==> config.mk <==
export PLATFORM = sky130hd
export DESIGN_NAME = pipe_hazard_ctrl
export DESIGN_NICKNAME = d
export VERILOG_FILES = /design/src/rtl/pipe_hazard_ctrl.sv
export SDC_FILE = /design/constraint.sdc
export NUM_CORES = 1
export LEC_CHECK = 0
export ABC_AREA = 1
export BUFFER_PORTS_ARGS = -buffer_cell sky130_fd_sc_hd__buf_2
export CAP_MARGIN = 10
export CORE_AREA = 3 3 55 57
export DETAILED_ROUTE_END_ITERATION = 10
export DIE_AREA = 0 0 58 60
export SYNTH_ARGS = -nofsm -noshare
export SYNTH_HDL_FRONTEND = slang
export SYNTH_SLANG_ARGS = --single-unit
==> constraint.sdc <==
create_clock -name clk -period 2.7 [get_ports clk]
set_clock_uncertainty 0.15 [all_clocks]
set_input_delay 0.54 -clock clk [delete_from_list [all_inputs] [get_ports clk]]
set_output_delay 0.54 -clock clk [all_outputs]
set_load 0.02 [all_outputs]
==> src/rtl/pipe_hazard_ctrl.sv <==
// pipe_hazard_ctrl: pipeline buffer sequencer for load-use stalls, branch flushes, two-cycle memory ops and interrupt entry.
// Optional macro INT_FLAG_SAVE_EN adds a CCR push state and the o_flag_push port.
module pipe_hazard_ctrl #(
  parameter int DRAIN_CYCLES = 3,
  parameter int CNT_W        = 2
) (
  input  logic       clk,
  input  logic       rst,
  input  logic       i_int,
  input  logic       i_ex_mem_read,
  input  logic [2:0] i_ex_rdst,
  input  logic [2:0] i_dec_rsrc1,
  input  logic [2:0] i_dec_rsrc2,
  input  logic       i_dec_use1,
  input  logic       i_dec_use2,
  input  logic       i_branch_taken,
  input  logic       i_multi,
  output logic       o_pc_en,
  output logic [1:0] o_pc_sel,
  output logic       o_fd_en,
  output logic       o_de_en,
  output logic       o_em_en,
  output logic       o_mw_en,
  output logic       o_fd_flush,
  output logic       o_de_flush,
  output logic       o_mw_flush,
  output logic       o_mem_phase,
  output logic       o_int_push,
  output logic       o_int_ack,
  output logic       o_busy
`ifdef INT_FLAG_SAVE_EN
  ,
  output logic       o_flag_push
`endif
);
  typedef enum logic [2:0] {
    RUN,
    MEM2,
    INT_DRAIN,
    INT_PUSH_HI,
    INT_PUSH_LO,
    INT_VEC
`ifdef INT_FLAG_SAVE_EN
    ,
    INT_PUSH_FLG
`endif
  } state_t;
  state_t state_q, state_d, ret_q, ret_d;
  logic [CNT_W-1:0] cnt_q, cnt_d;
  logic pend_q, pend_d, int_q;
  logic lu, in_drain, step;
  assign lu = i_ex_mem_read & ((i_dec_use1 & (i_dec_rsrc1 == i_ex_rdst)) |
                               (i_dec_use2 & (i_dec_rsrc2 == i_ex_rdst)));
  assign in_drain = state_q == INT_DRAIN;
  // drain counter advances unless a two-cycle memory op or an unresolved load-use holds it
  assign step = in_drain & ~i_multi & (i_branch_taken | ~lu);
  assign o_busy = state_q != RUN;
  assign pend_d = o_int_ack ? 1'b0 : (i_int & ~int_q) ? 1'b1 : pend_q;
  always_comb begin
    state_d     = state_q;
    ret_d       = ret_q;
    cnt_d       = cnt_q;
    o_pc_en     = 1'b1;
    o_pc_sel    = 2'b00;
    o_fd_en     = 1'b1;
    o_de_en     = 1'b1;
    o_em_en     = 1'b1;
    o_mw_en     = 1'b1;
    o_fd_flush  = 1'b0;
    o_de_flush  = 1'b0;
    o_mw_flush  = 1'b0;
    o_mem_phase = 1'b0;
    o_int_push  = 1'b0;
    o_int_ack   = 1'b0;
`ifdef INT_FLAG_SAVE_EN
    o_flag_push = 1'b0;
`endif
    case (state_q)
      RUN, INT_DRAIN: begin
        o_pc_en    = ~in_drain;
        o_fd_flush = in_drain;
        if (i_multi) begin
          o_pc_en    = 1'b0;
          o_fd_en    = 1'b0;
          o_de_en    = 1'b0;
          o_em_en    = 1'b0;
          o_fd_flush = 1'b0;
          o_mw_flush = 1'b1;
          ret_d      = state_q;
          state_d    = MEM2;
        end else if (i_branch_taken) begin
          o_pc_en    = 1'b1;
          o_pc_sel   = 2'b01;
          o_fd_flush = 1'b1;
          o_de_flush = 1'b1;
        end else if (lu) begin
          o_pc_en    = 1'b0;
          o_fd_en    = in_drain;
          o_de_flush = 1'b1;
        end else if (!in_drain && pend_q) begin
          state_d = INT_DRAIN;
          cnt_d   = CNT_W'(DRAIN_CYCLES - 1);
        end
        if (step) begin
          if (cnt_q == '0) state_d = INT_PUSH_HI;
          else cnt_d = cnt_q - 1'b1;
        end
      end
      MEM2: begin
        o_mem_phase = 1'b1;
        state_d     = ret_q;
      end
      INT_PUSH_HI: begin
        o_int_push = 1'b1;
        o_pc_en    = 1'b0;
        o_fd_flush = 1'b1;
        state_d    = INT_PUSH_LO;
      end
      INT_PUSH_LO: begin
        o_int_push  = 1'b1;
        o_mem_phase = 1'b1;
        o_pc_en     = 1'b0;
        o_fd_flush  = 1'b1;
`ifdef INT_FLAG_SAVE_EN
        state_d     = INT_PUSH_FLG;
`else
        state_d     = INT_VEC;
`endif
      end
`ifdef INT_FLAG_SAVE_EN
      INT_PUSH_FLG: begin
        o_int_push  = 1'b1;
        o_flag_push = 1'b1;
        o_pc_en     = 1'b0;
        o_fd_flush  = 1'b1;
        state_d     = INT_VEC;
      end
`endif
      INT_VEC: begin
        o_pc_sel   = 2'b10;
        o_int_ack  = 1'b1;
        o_fd_flush = 1'b1;
        state_d    = RUN;
      end
      default: state_d = RUN;
    endcase
  end
  always_ff @(posedge clk or negedge rst) begin
    if (!rst) begin
      state_q <= RUN;
      ret_q   <= RUN;
      cnt_q   <= '0;
      pend_q  <= 1'b0;
      int_q   <= 1'b0;
    end else begin
      state_q <= state_d;
      ret_q   <= ret_d;
      cnt_q   <= cnt_d;
      pend_q  <= pend_d;
      int_q   <= i_int;
    end
  end
endmodule

==> impl_metrics.env <==
export IMPL_ys_flop_type="dfrtp_1"
export IMPL_rsz0062_at_grt="no"
export IMPL_maxCapViolCount=0
export IMPL_gp_congestion=0.842
export IMPL_clk_path_buf_depth=2
export IMPL_synth_edf_count=0
export IMPL_worstSetupPathType="reg -> out"
export IMPL_cts_root_buf="clkbuf_4"
export IMPL_p_sw_mw=0.472
export IMPL_grt_pass1_vias=720
export IMPL_clk_latency_ns=0.26
export IMPL_required_ns=2.01
export IMPL_layout_min_cycle_time_ns=2.39
export IMPL_pin_count=31
export IMPL_yosys_area_top_type_share_pct=33.7
export IMPL_period_share_pct=88.5
export IMPL_cts_tree="done"
export IMPL_dp_hpwl_mm=1.48
export IMPL_dieArea_um2=3480
export IMPL_crit_path_end_kind="output port"
export IMPL_combPwrFrac_pct=60.4
export IMPL_crit_chain="nor2_2, inv_1, nor2_2, inv_1, nor2_1, o21ai_0, o21ai_0, buf_2"
export IMPL_synth_async_reset_ratio_pct=100
export IMPL_htreeDepth=1
export IMPL_p_int_mw=0.456
export IMPL_status="finished clean"
export IMPL_drtPass1Iterations=4
export IMPL_ys_seq_area_share_pct=33.7
export IMPL_gr_usage_all_layers_pct=10.5
export IMPL_fp_dieW_um=58
export IMPL_cp_data_arrival_time_ns=1.70
export IMPL_min_path_type="in -> reg"
export IMPL_cts_sinks=10
export IMPL_max_freq_mhz=419
export IMPL_seq_power_share_pct=25.3
export IMPL_synth_area_leader_cell="dfrtp_1"
export IMPL_synth_distinct_cells=19
export IMPL_grt_first_pass_wirelength_mm=2.81
export IMPL_synth_net_count=135
export IMPL_fin_setup_tns_ns=0
export IMPL_first_iter_violations=20
export IMPL_vdd_drop_max_mv=0.618
export IMPL_synth_seq_cells=10
export IMPL_slowest_stage="dfrtp_1"
export IMPL_rows=18
export IMPL_setup_viol=0
export IMPL_synthesis_area_um2=743
export IMPL_syn_inst=118
export IMPL_yosysWarnings=0
export IMPL_io_buffers=29
export IMPL_cts_made_buffers=3
export IMPL_grt_antenna_before_repair=0
export IMPL_design_core_area_um2=2520
export IMPL_fin_nets=167
export IMPL_via_per_inst=4.40
export IMPL_synth_common_cells="27 x nand2_1, 25 x inv_1, 19 x nor2_1, 10 x dfrtp_1, 6 x o21ai_0"
export IMPL_avgSynthCellArea_um2=6.30
export IMPL_synth_most_common_cell="nand2_1"
export IMPL_p_sw_share_pct=50.9
export IMPL_pwr_share_clk_pct=14.3
export IMPL_hold_viol=0
export IMPL_fin_hold_ws_ns=0.250
export IMPL_initial_core_util_pct=29.5
export IMPL_cp_max_fo=4
export IMPL_post_drt_wl_per_cell_um=9.65
export IMPL_syn_to_final_growth_pct=27.8
export IMPL_die_height_um=60
export IMPL_slew_viol_final=0
export IMPL_clkSlewWorstSetupHoldPaths_ns=0.07
export IMPL_slowest_delay_ns=0.41
export IMPL_dr_total_vias=788
export IMPL_grt_overflow_total=0
export IMPL_start_kind="flip-flop"
export IMPL_drive_gt1_share_pct=31.5
export IMPL_wirelength_mm=1.73
export IMPL_leakage_nw=0.548
export IMPL_final_antenna_net_count=0
export IMPL_grt_max_degree=11
export IMPL_detail_route_drc_violations=0
export IMPL_n_antenna_cell=0
export IMPL_power_density_nw_per_um2=977
export IMPL_synth_area_leaders="dfrtp_1 34%, nand2_1 14%, inv_1 13%"
-- worst max-delay path, delay by kind of cell, from the launching register on --
| family | cells | cell delay (ns) |
|---|---|---|
| buf+inv | 3 | 0.38 |
| flops | 1 | 0.41 |
| simple gates | 3 | 0.44 |
| compound gates | 2 | 0.20 |
-- path summary, 6_finish.rpt --
| check | start | to | slack (ns) | cells after the start |
|---|---|---|---|---|
| max in group asynchronous | rst | cnt_q[0] | 1.70 | 2 |
| worst max-delay path | state_q[2] | o_pc_en | 0.31 | 8 |
| min in group asynchronous | rst | ret_q[1] | 0.51 | 2 |
| worst min-delay path | i_int | int_q | 0.25 | 1 |
| worst min register to register | ret_q[2] | ret_q[2] | 0.34 | 2 |
| worst max register to register | state_q[2] | cnt_q[0] | 1.29 | 7 |
-- per-stage QoR --
step	total power, mW	cells	setup slack, ns	area, µm²	utilization [%]
6_report	0.928	179	0.311	950	37.6
5_1_grt	1.01	179	0.200	950	37.6
4_1_cts	0.940	179	0.304	950	37.6
3_5_place_dp	0.801	174	0.494	903	35.8
3_3_place_gp	0.793	174	0.498	903	35.8
2_1_floorplan	0.639	118	0.530	743	-
-- placed cells by master (no fill, tap or decap), drive strengths merged --
| master | n |
|---|---|
| nor2 | 23 |
| buf | 29 |
| clkbuf | 4 |
| conb | 1 |
| nand2 | 30 |
| nand3 | 6 |
| nand4 | 1 |
| a211oi | 1 |
| a21oi | 5 |
| inv | 28 |
| dfrtp | 10 |
| o22ai | 1 |
| o21ai | 9 |
| dlygate4sd3 | 1 |
-- layout make-up --
type                    count  area [µm²]
fillers                   283        1570
multi-input cells          77         365
flip-flops and latches     10         250
repair buffers             30         155
inverters                  28         105
well taps                  30        37.5
clock buffers               4        36.3
-- power by group through the flow --
| stage | Sequential, mW | Clock, mW | Combinational (mW) |
|---|---|---|---|
| floorplan | 0.230 | 0 | 0.409 |
| global placement | 0.235 | 0 | 0.557 |
| detailed placement | 0.238 | 0 | 0.563 |
| CTS | 0.235 | 0.139 | 0.567 |
| global route | 0.241 | 0.146 | 0.623 |
| finish | 0.235 | 0.133 | 0.560 |
-- cell families after synthesis --
group / Yosys count / synth area share [%]
AND/OR/NAND/NOR: 60 / 36.4
other: 1 / 0.505
flip-flops: 10 / 33.7
AO/OA/AOI/OAI: 16 / 12.3
buffers and inverters: 31 / 17.2
-- per-layer routing --
metal / share of wire (%) / vias to the layer above / track usage [%]
li1: - / 413 / -
met1: 47 / 345 / 13.8
met2: 43 / 28 / 16.1
met3: 9.2 / 2 / 2.81
met4: 0.35 / 0 / 4.30
met5: 0 / - / 0
-- state kept, by name, indices dropped and copies added, names as in the netlist --
signal,cells
state_q,3
cnt_q,2
ret_q,3
pend_q,1
int_q,1
-- repair_timing --
| action | in CTS | in global routing |
|---|---|---|
| setup endpoints to repair | 0 | 0 |
| setup buffers | 0 | 0 |
| hold endpoints to repair | 10 | 0 |
| hold buffers | 1 | 0 |
| gates resized for setup | 0 | 0 |
Note: power is estimated with default switching activity, not from simulation.
